$ cat config.mk
export PLATFORM = sky130hd
export DESIGN_NAME = sat_error_unit
export DESIGN_NICKNAME = d
export VERILOG_FILES = /design/src/rtl/sat_error_unit_pkg.sv /design/src/rtl/sat_error_unit_sub.sv /design/src/rtl/sat_error_unit.sv
export SDC_FILE = /design/constraint.sdc
export NUM_CORES = 1
export LEC_CHECK = 0
export ABC_AREA = 1
export BUFFER_PORTS_ARGS = -buffer_cell sky130_fd_sc_hd__buf_2
export CELL_PAD_IN_SITES_DETAIL_PLACEMENT = 1
export CELL_PAD_IN_SITES_GLOBAL_PLACEMENT = 1
export CORE_UTILIZATION = 46
export CTS_CLUSTER_DIAMETER = 50
export DETAILED_ROUTE_END_ITERATION = 12
export GPL_TIMING_DRIVEN = 1
export PLACE_DENSITY = 0.89
export SYNTH_ARGS = -nofsm -noshare
export SYNTH_HDL_FRONTEND = slang
export SYNTH_SLANG_ARGS = --single-unit
$ cat constraint.sdc
create_clock -name clk -period 5.85 [get_ports clk]
set_input_delay 0.8775 -clock clk [delete_from_list [all_inputs] [get_ports clk]]
set_output_delay 0.8775 -clock clk [all_outputs]
set_load 0.01 [all_outputs]
$ cat src/rtl/sat_error_unit_pkg.sv
// sat_error_unit_pkg: shared width, saturation limits and FSM state encoding for sat_error_unit.
package sat_error_unit_pkg;
    localparam int WIDTH = 16;
    localparam logic [WIDTH-1:0] SAT_MAX = {1'b0, {(WIDTH-1){1'b1}}};
    localparam logic [WIDTH-1:0] SAT_MIN = {1'b1, {(WIDTH-1){1'b0}}};
    typedef enum logic [1:0] {
        IDLE = 2'd0,
        DIFF = 2'd1,
        ACC  = 2'd2,
        OUT  = 2'd3
    } state_t;
endpackage

$ cat src/rtl/sat_error_unit_sub.sv
// sat_sub: combinational signed saturating a - b with a clamp indicator.
module sat_sub
    import sat_error_unit_pkg::*;
(
    input  logic [WIDTH-1:0] a,
    input  logic [WIDTH-1:0] b,
    output logic [WIDTH-1:0] y,
    output logic             sat
);
    logic [WIDTH-1:0] raw;
    logic             ovf;
    logic             unf;

    always_comb begin
        raw = a - b;
        ovf = !a[WIDTH-1] && b[WIDTH-1] && raw[WIDTH-1];
        unf = a[WIDTH-1] && !b[WIDTH-1] && !raw[WIDTH-1];
        y   = ovf ? SAT_MAX : unf ? SAT_MIN : raw;
        sat = ovf || unf;
    end
endmodule

$ cat src/rtl/sat_error_unit.sv
// sat_error_unit: sequential saturating error / integral / difference front end
// for the servo loop, one sample per four cycles over valid/ready handshakes.
module sat_error_unit
    import sat_error_unit_pkg::*;
(
    input  logic             clk,
    input  logic             rst_n,
    input  logic [WIDTH-1:0] Ref,
    input  logic [WIDTH-1:0] Meas,
    input  logic             in_valid,
    output logic             in_ready,
    input  logic             clr,
    output logic [WIDTH-1:0] E,
    output logic [WIDTH-1:0] I,
    output logic [WIDTH-1:0] D,
    output logic [2:0]       sat_flags,
    output logic             out_valid,
    input  logic             out_ready
);
    state_t           state, next;
    logic [WIDTH-1:0] ref_q, meas_q, e_prev;
    logic [WIDTH-1:0] e_val, d_val, i_raw, i_val;
    logic             e_sat, d_sat, i_ovf, i_unf;

    sat_sub u_sub_e (.a(ref_q), .b(meas_q), .y(e_val), .sat(e_sat));
    sat_sub u_sub_d (.a(E),     .b(e_prev), .y(d_val), .sat(d_sat));

    always_comb begin
        i_raw = I + E;
        i_ovf = !I[WIDTH-1] && !E[WIDTH-1] && i_raw[WIDTH-1];
        i_unf = I[WIDTH-1] && E[WIDTH-1] && !i_raw[WIDTH-1];
        i_val = i_ovf ? SAT_MAX : i_unf ? SAT_MIN : i_raw;
    end

    assign in_ready  = (state == IDLE);
    assign out_valid = (state == OUT);

    always_comb begin
        next = state;
        case (state)
            IDLE: next = in_valid ? DIFF : IDLE;
            DIFF: next = ACC;
            ACC:  next = OUT;
            OUT:  next = out_ready ? IDLE : OUT;
        endcase
    end

    always_ff @(posedge clk or negedge rst_n) begin
        if (!rst_n) begin
            state     <= IDLE;
            ref_q     <= '0;
            meas_q    <= '0;
            E         <= '0;
            I         <= '0;
            D         <= '0;
            e_prev    <= '0;
            sat_flags <= '0;
        end else begin
            state <= next;
            case (state)
                IDLE: begin
                    if (clr) begin
                        I      <= '0;
                        e_prev <= '0;
                    end
                    if (in_valid) begin
                        ref_q  <= Ref;
                        meas_q <= Meas;
                    end
                end
                DIFF: begin
                    E            <= e_val;
                    sat_flags[0] <= e_sat;
                end
                ACC: begin
                    I            <= i_val;
                    D            <= d_val;
                    sat_flags[1] <= i_ovf || i_unf;
                    sat_flags[2] <= d_sat;
                end
                OUT: if (out_ready) e_prev <= E;
            endcase
        end
    end
endmodule

==> metrics.yaml, run 1 <==
finalCritPeriodShare_pct: 42.0
ys_async_sr_fraction_pct: 100
syn_to_final_growth_pct: 12.1
tns_ps: 0
crit_slowest_cell: "dfrtp_1"
post-synth-top-area-cell: "dfrtp_1"
vias: 6561
cts_tree: "done"
fp.dieW_um: 127
setup_viol: 0
fp.coreArea_um2: 15200
synthTopCellsByArea: "dfrtp_1, nand2_1, ha_1"
rows: 45
cts.htree.levels: 3
hold_path_class: "input pin to async pin"
max_slew_margin_pct: 35.1
worstPathCellList: "ha_1 -> nand2_1 -> inv_1 -> a21oi_1 -> nand2_2 -> nand2_1 -> nand2_1 -> nand2_2 -> nand3_2 -> nand3_1 -> nand3_1"
synth_edf_count: 0
layout-drive-gt1-share_pct: 16.3
clk_latency_ps: 370
ys_warn_count: 0
synthSimpleGateAreaFrac_pct: 34.6
dp_hpwl_um: 15600
max_freq_ghz: 0.407
max_stage_delay_ps: 470
clk_transition_reported_paths_ps: 70
finalHoldViolations: 0
grt_pass1_vias: 7008
post-cts-setup-buffer-count: 0
critPathKind: "register to register"
drtIter0Drc: 286
setup_ws_ps: 3390
rsz0062_at_grt: "false"
ctsHoldBuffers: 0
antenna_found_initial: 1
design.die.area_um2: 16000
final_antenna_net_count: 0
post-route-drc-count: 0
outcome: "finished clean"
ys_seq_elements: 101
cts_resized: 0
clock_path_buffers: 2
synth_ff_type: "dfrtp_1"
io_pins: 90
gr-usage-all-layers_pct: 26.8
yosysMostFrequentCell: "nand2_1"
crit_path_start_kind: "register"
skew_ps: 11.2
synth_nets: 1082
synthesis.area_um2: 7140
synth_xor_area_share_pct: 2.70
fp.dieH_um: 127
tightest_slew_ps: 971
yosysSeqAreaShare_pct: 35.4
netlist-cell-type-count: 36
wl_um: 20100
nets: 1162
clock_sinks: 101
place_ws_ps: 3520
io_buffers: 89
routed_via_density: 5.19
synth_top_family_by_area: "simple AND/OR/NAND/NOR gates"
first_pass_iters: 5
synth_compound_area_share_pct: 6.04
yosys.area_share.adder_pct: 9.77
root_buffer: "clkbuf_16"
grt_pass1_wl_um: 33600
utilization_pct: 52.7
worst-path-buf-inv: 1
routedWlPerCell_um: 15.9
critPathArrivalTime_ps: 2700
slew_violations: 0
synth_area_per_cell_um2: 7.21
worst_ep_required_time_ps: 6090
cts-buffers-inserted: 9
synth_mux_area_share_pct: 2.21
grt-ovfl-total: 0
period_minus_slack_ps: 2460
initial_utilization_pct: 47.0
synth_top_area_share_pct: 35.4
crit_fanout: 15
netlist_instances: 991
crit_top_cell: "nand2_1"
crit_family: "simple AND/OR/NAND/NOR gates"
grt_max_degree: 68
fill_cells: 2016
ys_top_cells_by_count: "nand2_1, inv_1, dfrtp_1"
end_kind: "register"
place_congestion: 0.936
max-cap-violations: 0
==> path summary, 6_finish.rpt <==
check	startpoint	slack, ps	cells after the start	end
setup / recovery	E[6]	3390	11	I[11]
hold / removal	rst_n	450	1	e_prev[14]
setup reg to reg	E[6]	3390	11	I[11]
hold reg to reg	D[8]	470	2	D[8]
max in group asynchronous	rst_n	4150	2	meas_q[3]
min in group clk	D[8]	470	2	D[8]
==> stage by stage <==
stage / cells / instance area, um2 / hold slack (ps)
after floorplan: 991 / 7140 / 483
after global placement: 1248 / 7700 / 457
after detailed placement: 1248 / 7700 / 460
after CTS: 1262 / 8010 / 467
after global routing: 1263 / 8010 / 491
final: 1263 / 8010 / 452
==> cells by family after synthesis <==
group / after synthesis
simple gates: 562
buf+inv: 160
flops: 101
compound gates: 78
fa+ha+maj: 54
xor+xnor: 22
mux: 14
==> cells in the final DEF, fill, tap and decap left out, drive strengths merged <==
cell type  synthesis  routed
o211ai             1       1
nand2            401     401
buf               11      92
fa                 3       3
nand4              6       6
diode              0       1
nand3             86      86
bufinv             0       2
and2               4       4
clkbuf            12      10
a21oi             51      51
o21bai             5       5
nor3               8       8
nor2              54      54
clkinv             2       3
xor2              17      17
inv              135     136
o21ai             21      21
ha                51      51
mux2              14      14
dfrtp            101     101
xnor2              5       5
nand3b             3       3
==> worst register-to-register path: stages, from the launching register on <==
cell and delay (ps):
dfrtp_1 470, ha_1 400, nand2_1 160, inv_1 70
a21oi_1 200, nand2_2 120, nand2_1 120, nand2_1 80
nand2_2 100, nand3_2 300, nand3_1 220, nand3_1 90
==> area by class of cell <==
class                   instances  area (um2)  share of cell area, %
inverters                     137         514                   6.42
diodes                          1        2.50                 0.0312
repair buffers                 92         470                   5.87
well taps                     188         235                   2.94
clock buffers                  10         229                   2.86
multi-input cells             730        3960                   49.4
clock inverters                 4        73.8                  0.922
flip-flops and latches        101        2530                   31.6
==> sequential cells by signal, indices dropped and copies added, names as in the netlist <==
name,count
ref_q,16
D,16
I,16
state,2
E,16
e_prev,16
meas_q,16
sat_flags,3
==> layer usage <==
layer  vias to the layer above  GRT usage [%]  share of wire, %
met2                       132           49.4                51
met5                         -              0                 0
met3                        46           4.05               3.1
li1                       3251              -                 -
met1                      3132           30.3                42
met4                         0           12.8               3.3
Power of run 1 is left out: the tool's default activity adds up to more than one toggle a clock period on the data nets, which glitch-free logic cannot reach.
==> run 2: changes to the inputs <==
--- a/config.mk
+++ b/config.mk
@@ -9,11 +9,11 @@
 export BUFFER_PORTS_ARGS = -buffer_cell sky130_fd_sc_hd__buf_2
 export CELL_PAD_IN_SITES_DETAIL_PLACEMENT = 1
 export CELL_PAD_IN_SITES_GLOBAL_PLACEMENT = 1
-export CORE_UTILIZATION = 46
+export CORE_UTILIZATION = 39
 export CTS_CLUSTER_DIAMETER = 50
 export DETAILED_ROUTE_END_ITERATION = 12
 export GPL_TIMING_DRIVEN = 1
-export PLACE_DENSITY = 0.89
+export PLACE_DENSITY = 0.81
 export SYNTH_ARGS = -nofsm -noshare
 export SYNTH_HDL_FRONTEND = slang
 export SYNTH_SLANG_ARGS = --single-unit
==> constraint.sdc (replaced) <==
create_clock -name clk -period 2.1 [get_ports clk]
set_input_delay 0.315 -clock clk [delete_from_list [all_inputs] [get_ports clk]]
set_output_delay 0.315 -clock clk [all_outputs]
set_load 0.01 [all_outputs]
==> run 2 against run 1 <==
  * Clock-buffer cell count is the same
  * Sequential share of layout area down 4.1 points
  * First-iteration DRC count increased by 4.2%
  * Routed wire length up 18%
  * Register-to-register slack lost 3400 ps
  * Die area rose by 18%
  * Final area up 16%
  * Core utilization down 1.0 points
  * Final cell count rose by 10%
  * Maximum frequency increased by 18%
  * Hold slack worse by 270 ps
  * Critical path depth shrank 3
==> metrics.yaml, run 2 (synthesized netlist as in run 1, its figures left out) <==
crit_fanout: 4  # -11
antenna_cells: 0  # -1
finalHoldViolations: 0  # unchanged
layout-drive-gt1-share_pct: 30.2  # +14 points
io_buffers: 89  # unchanged
fill_cells: 2265  # +12%
fp.dieH_um: 137  # +8.5%
worstPathCellList: "ha_4 -> buf_4 -> a21oi_1 -> nand3_2 -> a21oi_1 -> xor2_1 -> nand3_1 -> nand3_1"
grt_max_degree: 51  # -25%
crit_path_start_kind: "register"
rr_worst_depth: 8  # -3
root_buffer: "clkbuf_16"
place_congestion: 0.876  # -6.4%
period_minus_slack_ps: 2080  # -380 ps
outcome: "finished clean"
antenna_found_initial: 0  # -1
design.die.area_um2: 18900  # +18%
finalCritPeriodShare_pct: 99.0  # +57 points
design_area_um2: 9280  # +16%
grt-ovfl-total: 0  # unchanged
multiInputGateArea_um2: 4520  # +14%
drtIter0Drc: 298  # +4.2%
final_antenna_net_count: 0  # unchanged
fp.coreArea_um2: 18000  # +18%
critPathArrivalTime_ps: 2370  # -330 ps
clock_path_buffers: 2  # unchanged
wl_um: 23700  # +18%
tightest_slew_ps: 623  # -348 ps
vias: 7085  # +8.0%
first_pass_iters: 5  # unchanged
routed_via_density: 5.10  # -1.8%
layout_commonest_cell: "nand2_1"
clock_sinks: 101  # unchanged
routedWlPerCell_um: 17.1  # +7.5%
io_pins: 90  # unchanged
gr-usage-all-layers_pct: 23.8  # -3.0 points
clk_latency_ps: 360  # about the same
grt_pass1_vias: 7062  # +0.77%
worst_ep_required_time_ps: 2390  # -3700 ps
max_freq_ghz: 0.481  # +18%
dp_hpwl_um: 16900  # +8.3%
clk_transition_reported_paths_ps: 70  # about the same
hold_path_class: "input pin to register"
final_cell_mix: "nand2_1, inv_1, dfrtp_1, buf_2, buf_4"
end_kind: "register"
cts_tree: "done"
max-cap-violations: 0  # unchanged
critPathKind: "register to register"
nets: 1247  # +7.3%
max_stage_delay_ps: 500  # +30 ps
hold-path-cell-count: 2
seq_area_um2: 2540  # +0.64%
max_slew_margin_pct: 58.4  # +23 points
placed_cell_area_um2: 8310  # +7.8%
fp.dieW_um: 137  # +8.5%
skew_ps: 8.69  # -2.50 ps
rows: 49  # +8.9%
slew_violations: 0  # unchanged
setup_viol: 0  # unchanged
syn_to_final_growth_pct: 29.9
grt_pass1_wl_um: 34700  # +3.4%
cts-buffers-inserted: 9  # unchanged
initial_utilization_pct: 39.8  # -7.2 points
cts.htree.levels: 3  # unchanged
post-route-drc-count: 0  # unchanged
crit_slowest_cell: "dfrtp_2"
[run 2: routing by layer]
metal / vias up / global-route usage (%) / part of all wire [%]
met4: 0 / 8.00 / 3.1
met3: 48 / 3.90 / 3.2
met5: - / 0 / 0
met1: 3455 / 28.1 / 42
met2: 156 / 43.3 / 52
li1: 3426 / - / -
[run 2: path summary, 6_finish.rpt]
kind | endpoint | slack [ps] | start
worst max-delay path | I[10] | 20 | E[5]
worst max register to register | I[10] | 20 | E[5]
min in group asynchronous | D[10] | 410 | rst_n
worst min register to register | D[6] | 470 | D[6]
max in group asynchronous | E[12] | 1020 | rst_n
worst min-delay path | ref_q[6] | 180 | Ref[6]
[run 2: repair_timing]
item | 4_1_cts | 5_1_grt
pin swaps | 1 | 25
buffers inserted | 1 | 11
endpoints found under the setup margin | 38 | 51
hold buffers | 1 | 0
resized for setup | 10 | 93
hold endpoints to repair | 21 | 0
gates cloned | 1 | 1
[run 2: cell type report]
class	count	share of cell area, %
clock buffer	10	2.57
clock inverter	5	0.620
inverter	137	5.54
multi-input combinational	732	48.7
sequential	101	27.4
tap	229	3.09
timing repair buffer	175	12.1
[run 2: metrics by stage]
stage          std cells  hold slack [ps]  TNS, ps  setup WS (ps)  utilization [%]
6_report            1389              185        0           20.3             51.7
5_1_grt             1389              177    -1140          -60.4             51.7
4_1_cts             1377              174     -190          -47.1             48.4
3_5_place_dp        1359              249    -1340           -103             46.2
3_3_place_gp        1359              246     -310          -72.4             46.2
2_1_floorplan        991             19.4        0            154                -
[run 2: worst max-delay path: cells and delay by family, from the launching register on]
| kind | cells | cell delay (ps) |
|---|---|---|
| and+or+nand+nor | 3 | 400 |
| adders and majority gates | 1 | 270 |
| buffers and inverters | 1 | 150 |
| DFF | 1 | 500 |
| xor gates and xnor gates | 1 | 180 |
| AOI/OAI and AO/OA | 2 | 510 |
Power of run 2 is left out for the same reason.
